`src/rtl/serial_alu_driver.sv`:
```
// serial_alu_driver
//
// Bit-serial initiator for a 1-bit ALU slice. It latches two WIDTH-bit
// operands and an operation code on start. It then feeds the operands into
// one external ALU slice, one bit per cycle and LSB first. The returned bits
// are collected into a WIDTH-bit result.
//
// Optional feature macro: SERIAL_ALU_DRIVER_CHECK_EN
//   When this macro is defined, an internal reference checks every returned
//   slice bit and sets a sticky err_o flag on the first mismatch.
//   When it is not defined, err_o is tied to 0 and no checking logic is built.
//
// Ports
//   clk_i        clock; all state changes on its rising edge
//   rst_ni       synchronous active-low reset
//   start_i      operation request; sampled only while idle
//   m_i          mode bit; latched and forwarded to the slice unchanged
//   s1_i, s0_i   operation select; latched on start
//   a_i, b_i     WIDTH-bit operands; latched on start
//   busy_o       high while an operation is running or completing
//   done_o       one-cycle pulse in the cycle after f_o is updated
//   f_o          result register; holds its value until the next completion
//   err_o        sticky slice-mismatch flag (see macro above)
//   slice_*_o    drive to the ALU slice; all zero outside RUN
//   slice_f_i    slice result, combinational response to slice_*_o
module serial_alu_driver #(
  parameter int WIDTH = 8
) (
  input  logic             clk_i,
  input  logic             rst_ni,
  input  logic             start_i,
  input  logic             m_i,
  input  logic             s1_i,
  input  logic             s0_i,
  input  logic [WIDTH-1:0] a_i,
  input  logic [WIDTH-1:0] b_i,
  output logic             busy_o,
  output logic             done_o,
  output logic [WIDTH-1:0] f_o,
  output logic             err_o,
  output logic             slice_m_o,
  output logic             slice_s1_o,
  output logic             slice_s0_o,
  output logic             slice_a_o,
  output logic             slice_b_o,
  input  logic             slice_f_i
);

  localparam int CW = $clog2(WIDTH);
  localparam logic [CW-1:0] LastBit = CW'(WIDTH - 1);

  typedef enum logic [1:0] {
    IDLE = 2'd0,
    RUN  = 2'd1,
    DONE = 2'd2
  } state_t;

  state_t           state_q, state_d;
  logic [WIDTH-1:0] a_sh_q, a_sh_d;
  logic [WIDTH-1:0] b_sh_q, b_sh_d;
  // The shift register keeps only the upper WIDTH-1 result bits. The bit
  // that would fall off the bottom is never part of the final result.
  logic [WIDTH-2:0] r_sh_q, r_sh_d;
  logic [CW-1:0]    cnt_q, cnt_d;
  logic             m_q, m_d;
  logic [1:0]       s_q, s_d;
  logic [WIDTH-1:0] f_q, f_d;
  logic             run;

  // All datapath and control registers live here. A low reset clears
  // everything, including a partially completed operation, so an aborted
  // operation never produces a done pulse.
  always_ff @(posedge clk_i) begin
    if (!rst_ni) begin
      state_q <= IDLE;
      a_sh_q  <= '0;
      b_sh_q  <= '0;
      r_sh_q  <= '0;
      cnt_q   <= '0;
      m_q     <= 1'b0;
      s_q     <= 2'b00;
      f_q     <= '0;
    end else begin
      state_q <= state_d;
      a_sh_q  <= a_sh_d;
      b_sh_q  <= b_sh_d;
      r_sh_q  <= r_sh_d;
      cnt_q   <= cnt_d;
      m_q     <= m_d;
      s_q     <= s_d;
      f_q     <= f_d;
    end
  end

  // Next-state logic. In RUN, the operand registers shift right one bit per
  // cycle. The returned slice bit enters the result register at its MSB, so
  // after WIDTH cycles the first (LSB) result bit has reached bit 0. The
  // counter holds at its last value rather than wrapping.
  always_comb begin
    state_d = state_q;
    a_sh_d  = a_sh_q;
    b_sh_d  = b_sh_q;
    r_sh_d  = r_sh_q;
    cnt_d   = cnt_q;
    m_d     = m_q;
    s_d     = s_q;
    f_d     = f_q;
    case (state_q)
      IDLE: begin
        if (start_i) begin
          a_sh_d  = a_i;
          b_sh_d  = b_i;
          m_d     = m_i;
          s_d     = {s1_i, s0_i};
          cnt_d   = '0;
          r_sh_d  = '0;
          state_d = RUN;
        end
      end
      RUN: begin
        a_sh_d = a_sh_q >> 1;
        b_sh_d = b_sh_q >> 1;
        r_sh_d = (WIDTH-1)'({slice_f_i, r_sh_q} >> 1);
        if (cnt_q == LastBit) begin
          f_d     = {slice_f_i, r_sh_q};
          state_d = DONE;
        end else begin
          cnt_d = cnt_q + 1'b1;
        end
      end
      DONE: begin
        state_d = IDLE;
      end
      default: begin
        state_d = IDLE;
      end
    endcase
  end

  // All outputs are decoded from registered state only. The slice drive is
  // gated to zero outside RUN.
  always_comb begin
    run        = (state_q == RUN);
    busy_o     = (state_q != IDLE);
    done_o     = (state_q == DONE);
    f_o        = f_q;
    slice_m_o  = run & m_q;
    slice_s1_o = run & s_q[1];
    slice_s0_o = run & s_q[0];
    slice_a_o  = run & a_sh_q[0];
    slice_b_o  = run & b_sh_q[0];
  end

`ifdef SERIAL_ALU_DRIVER_CHECK_EN
  logic err_q, err_d;
  logic exp_bit;

  // Reference slice: 00 passes A, 01 inverts A, 10 is XOR, 11 is XNOR.
  // Any disagreement during RUN latches err until reset.
  always_comb begin
    case ({slice_s1_o, slice_s0_o})
      2'b00:   exp_bit = slice_a_o;
      2'b01:   exp_bit = ~slice_a_o;
      2'b10:   exp_bit = slice_a_o ^ slice_b_o;
      default: exp_bit = ~(slice_a_o ^ slice_b_o);
    endcase
    err_d = err_q | (run & (exp_bit != slice_f_i));
  end

  always_ff @(posedge clk_i) begin
    if (!rst_ni) begin
      err_q <= 1'b0;
    end else begin
      err_q <= err_d;
    end
  end

  assign err_o = err_q;
`else
  assign err_o = 1'b0;
`endif

endmodule

```
`config.mk`:
```
export PLATFORM = sky130hd
export DESIGN_NAME = serial_alu_driver
export DESIGN_NICKNAME = d
export VERILOG_FILES = /design/src/rtl/serial_alu_driver.sv
export SDC_FILE = /design/constraint.sdc
export NUM_CORES = 1
export LEC_CHECK = 0
export CELL_PAD_IN_SITES_DETAIL_PLACEMENT = 1
export CELL_PAD_IN_SITES_GLOBAL_PLACEMENT = 2
export CORE_ASPECT_RATIO = 1.4
export CORE_UTILIZATION = 30
export DETAILED_ROUTE_END_ITERATION = 10
export HOLD_SLACK_MARGIN = 0.1
export PLACE_DENSITY = 0.9
export SYNTH_ARGS = -nofsm -noshare
export SYNTH_HDL_FRONTEND = slang
export SYNTH_SLANG_ARGS = --single-unit
```
`constraint.sdc`:
```
create_clock -name clk_i -period 1.8 [get_ports clk_i]
set_clock_uncertainty 0.15 [all_clocks]
set_input_delay 0.54 -clock clk_i [delete_from_list [all_inputs] [get_ports clk_i]]
set_output_delay 0.54 -clock clk_i [all_outputs]
set_load 0.005 [all_outputs]
```
# Word-level counts from Yosys, hierarchy flattened
# Cells that the tools add are included.
# totals
latchBits	0
ff_bits	39
wordCells	40
out_inout_bits	16
romBits	0
input_bits	23
n_memories	0
ramBits	0
# op_classes
n_bitwise	5
mul	0
eq_ne	6
n_reduce_logical	8
n_mux	12
n_shift	0
n_div	0
add_sub_neg	1
n_lt_le_gt_ge	0
# op_table
op	n
one-hot mux 8 bit (2 select lines)	2
two-way mux 8 bit	2
one-hot mux 7 bit (2 select lines)	1
AND reduction 2 bit	4
two-way mux 7 bit	1
two-way mux 3 bit	2
one-hot mux 3 bit (2 select lines)	1
bitwise AND 1 bit	5
two-way mux 2 bit	2
inequality test 2 bit, second input constant	2
one-hot mux 2 bit (2 select lines)	1
nonzero test 2 bit	2
adder 3 x 1 -> 3 bit, second input constant	1
== test 3 bit, second input constant	1
AND reduction 3 bit	1
== test 2 x 1 -> 1 bit, second input constant	1
== test 2 bit, second input constant	1
logical NOT 2 bit	1
inequality test 2 x 1 -> 1 bit, second input constant	1

# Longest topological paths before layout
# logic_depth
ltp_word	3
depth_mapped	6

# Worst setup path before layout
# Ideal clock, no wire load.
# synth_path
path_type	reg-to-output
startpoint	reg state_q[0]
endpoint	out slice_a_o
t_arrival_ns	0.877
path_buffers	2
required_ns	1.110
path_stages_with_launch	5
setup_slack_ns	0.233
path_cell_list	dfxtp_1 -> buf_6 -> nor2b_1 -> buf_2 -> and2_1
# synth_between
elab_chain_cells	2
# synth_rtl
item	line	text
from (decl)	58	state_t state_q, state_d;
from (signal assigned)	84	state_q <= state_d;
== test 2 x 1 -> 1 bit	143	run = (state_q == RUN);
bitwise AND 1 bit	150	slice_a_o = run & a_sh_q[0];
to (decl)	44	output logic slice_a_o,
# No other way between the ends.

# Worst setup path in the final report
# layout_path
startpoint	reg state_q[0]
endpoint	out slice_m_o
# layout_between
elab_chain_cells	2
# layout_rtl
item	line	text
== test 2 x 1 -> 1 bit	143	
bitwise AND 1 bit	147	slice_m_o = run & m_q;
to (decl)	41	output logic slice_m_o,
# No other way between the ends.

==> impl_results.md <==
* Status: finished, violations left
* Failing checks: negative setup slack
* Cts hold-fix bufs at 0
* Cell area after placement at 2210 µm²
* Total grt overflow at 0
* Core area at 5490 µm²
* Post-DP HPWL at 2710 µm
* Peak supply drop at 0.000373 V
* Area grow syn2layout at 39.1%
* Initial antenna violation count at 0
* R2R Setup Slk at 0.09 ns
* Synth top area share at 45.7%
* CTS buffer count at 5
* Setup violators final at 1
* Area occupied by multi-input gates at 821 µm²
* Final WS setup at -0.00169 ns
* Starting DRT DRC Count at 40
* Total power at 0.00183 W
* Post-Layout Inst Area at 2370 µm²
* CP startpoint kind: flip-flop
* Largest net degree at the start of global routing at 29
* Sequential-to-total area share from yosys stat at 45.7%
* Clock Tree Root: clkbuf_8
* Via Count at 1422
* Vias in the first global route at 1417
* Ant. Diodes at 0
* Seq pwr share at 50.7%
* Nature of the critical path endpoint: output pin
* Sw frac at 23.0%
* FP Rows at 32
* Post-synth EDFFs at 0
* Switching power at 0.000420 W
* DRC Markers at 0
* Yosys warnings at 0
* RePlAce Congestion at 0.698
* Synth Net Count at 203
* Place WS at -0.223 ns
* Starting Density at 31.1%
* Clock power frac at 34.3%
* Clock transition at path regs at 0.06 ns
* Most common cell after layout, fill and taps aside: dfxtp_1
* # clock sinks at 39
* Worst Path Required at 1.11 ns
* Routed Antenna Nets at 0
* Die width at 65.7 µm
* Final Max Slew Viols at 0
* Post-synthesis async set-or-reset flop share at 0%
* Syn Inst Count at 178
* DRT Pass-1 Iters at 4
* Die Area at 6000 µm²
* Post-synthesis cell type count at 29
* PortBufs at 37
* Crit Path Max Fanout at 4
* Pwr Density at 770 nW/µm²
* Main synth FF type: dfxtp_1
* Fin crit share at 100%
* Comb pwr share at 15.0%
* Cell taking the most area after synthesis: dfxtp_1
* Drt wl/cell at 13.0 µm
* H-tree levels at 2
* Worst Hold Class: flip-flop to flip-flop
* Top post-synthesis cells by area: dfxtp_1 (46%), mux2i_1 (11%), nor2_1 (4.8%)
* Reg area at 787 µm²
* Fin crit period at 1.80 ns
* Crit path kind: flip-flop to output pin
* Syn Area/Cell at 9.59 µm²
* Pint at 0.00141 W
* First-pass GRT wire length at 6350 µm
* Final #Nets at 252
* Most frequent cells in the layout: dfxtp_1 (34), nor2_1 (22), clkdlybuf4s50_1 (22), mux2i_1 (18), buf_4 (15)
* Yosys reg bits at 39
* Clock buffer depth at 2
* Arr. time, crit path at 1.11 ns
* Fillers at 630
* Routed wire length at 3850 µm
* Static Leakage at 0.978 nW
* Max-cap violations at 0
* Final Hold Fails at 0
* Worst-skew pair later-pin latency at 0.28 ns
* Vias/cell at 4.80
* RSZ-0062 raised after global routing: yes
* Synthesized cell area at 1710 µm²
* Finished Core Util at 43.3%
* Max Freq at 555 MHz
* I/O pin count at 39
* Die Ht at 91.2 µm
* Global-route usage over all layers at 13.9%
* TritonCTS clock tree: built
* Minimum hold slack at 0.304 ns
* Layout cell share with drive strength beyond 1 at 26.3%
power groups by stage:
stage | clock, W | sequential (W) | combinational, W
floorplan | 0 | 0.000939 | 0.000161
global placement | 0 | 0.000944 | 0.000260
detailed placement | 0 | 0.000946 | 0.000265
CTS | 0.000654 | 0.000927 | 0.000273
global route | 0.000689 | 0.000932 | 0.000298
finish | 0.000626 | 0.000926 | 0.000275
routing by layer:
layer	vias up	GRT usage (%)	wire length (µm)
met2	30	22.7	1920
met1	666	16.3	1700
met5	-	0	0
li1	719	-	-
met4	0	7.07	85
met3	7	3.39	142
state kept, by name (all words and copies together), names as in the netlist:
name and flops:
m_q 1, r_sh_q 7, b_sh_q 8, a_sh_q 8, s_q 2, f_o 8
state_q 2, cnt_q 3
final timing paths:
check | to | cells past startpoint | startpoint
max | slice_m_o | 4 | state_q[0]
min | f_o[1] | 2 | f_o[1]
max reg2reg | a_sh_q[4] | 6 | state_q[0]
min reg2reg | f_o[1] | 2 | f_o[1]
worst max-delay path, stage by stage, from the launching register on:
cell and delay, ns:
dfxtp_2 0.33, nor2b_4 0.17, buf_6 0.12, and2_4 0.14, buf_6 0.08
timing repair:
action / CTS / global route
gates cloned: 0 / 0
setup endpoints to repair: 15 / 17
gates resized for setup: 49 / 8
buffers inserted: 1 / 2
pin swaps: 1 / 2
cell families after synthesis:
family,Yosys count,synth area share [%]
flops,39,45.7
fa+ha+maj,2,1.47
buf+inv,18,7.48
simple gates,63,17.9
other cells,1,0.220
compound gates,37,16.6
mux,18,10.6
synth_stat cells (all sizes together) (2+ instances only):
cell,n
and2,5
nand3,12
inv,2
a31oi,3
mux2i,18
nor2b,2
dfxtp,39
nand2,11
a21oi,9
nor2,28
a211oi,14
ha,2
clkbuf,5
a22oi,9
buf,11
per-stage QoR:
step	std cells	setup TNS, ns
5_1_grt	296	-0.234
3_3_place_gp	285	-3.54
6_report	296	-0.00169
2_1_floorplan	178	0
3_5_place_dp	285	-3.88
4_1_cts	294	-0.106
area by class of cell:
type	count	share of cell area (%)
Sequential cell	39	33.2
Clock buffer	8	4.22
Tap cell	68	3.58
Timing Repair Buffer	58	24.1
Multi-Input combinational cell	121	34.6
Inverter	2	0.316
Note: power is estimated with default switching activity, not from simulation.
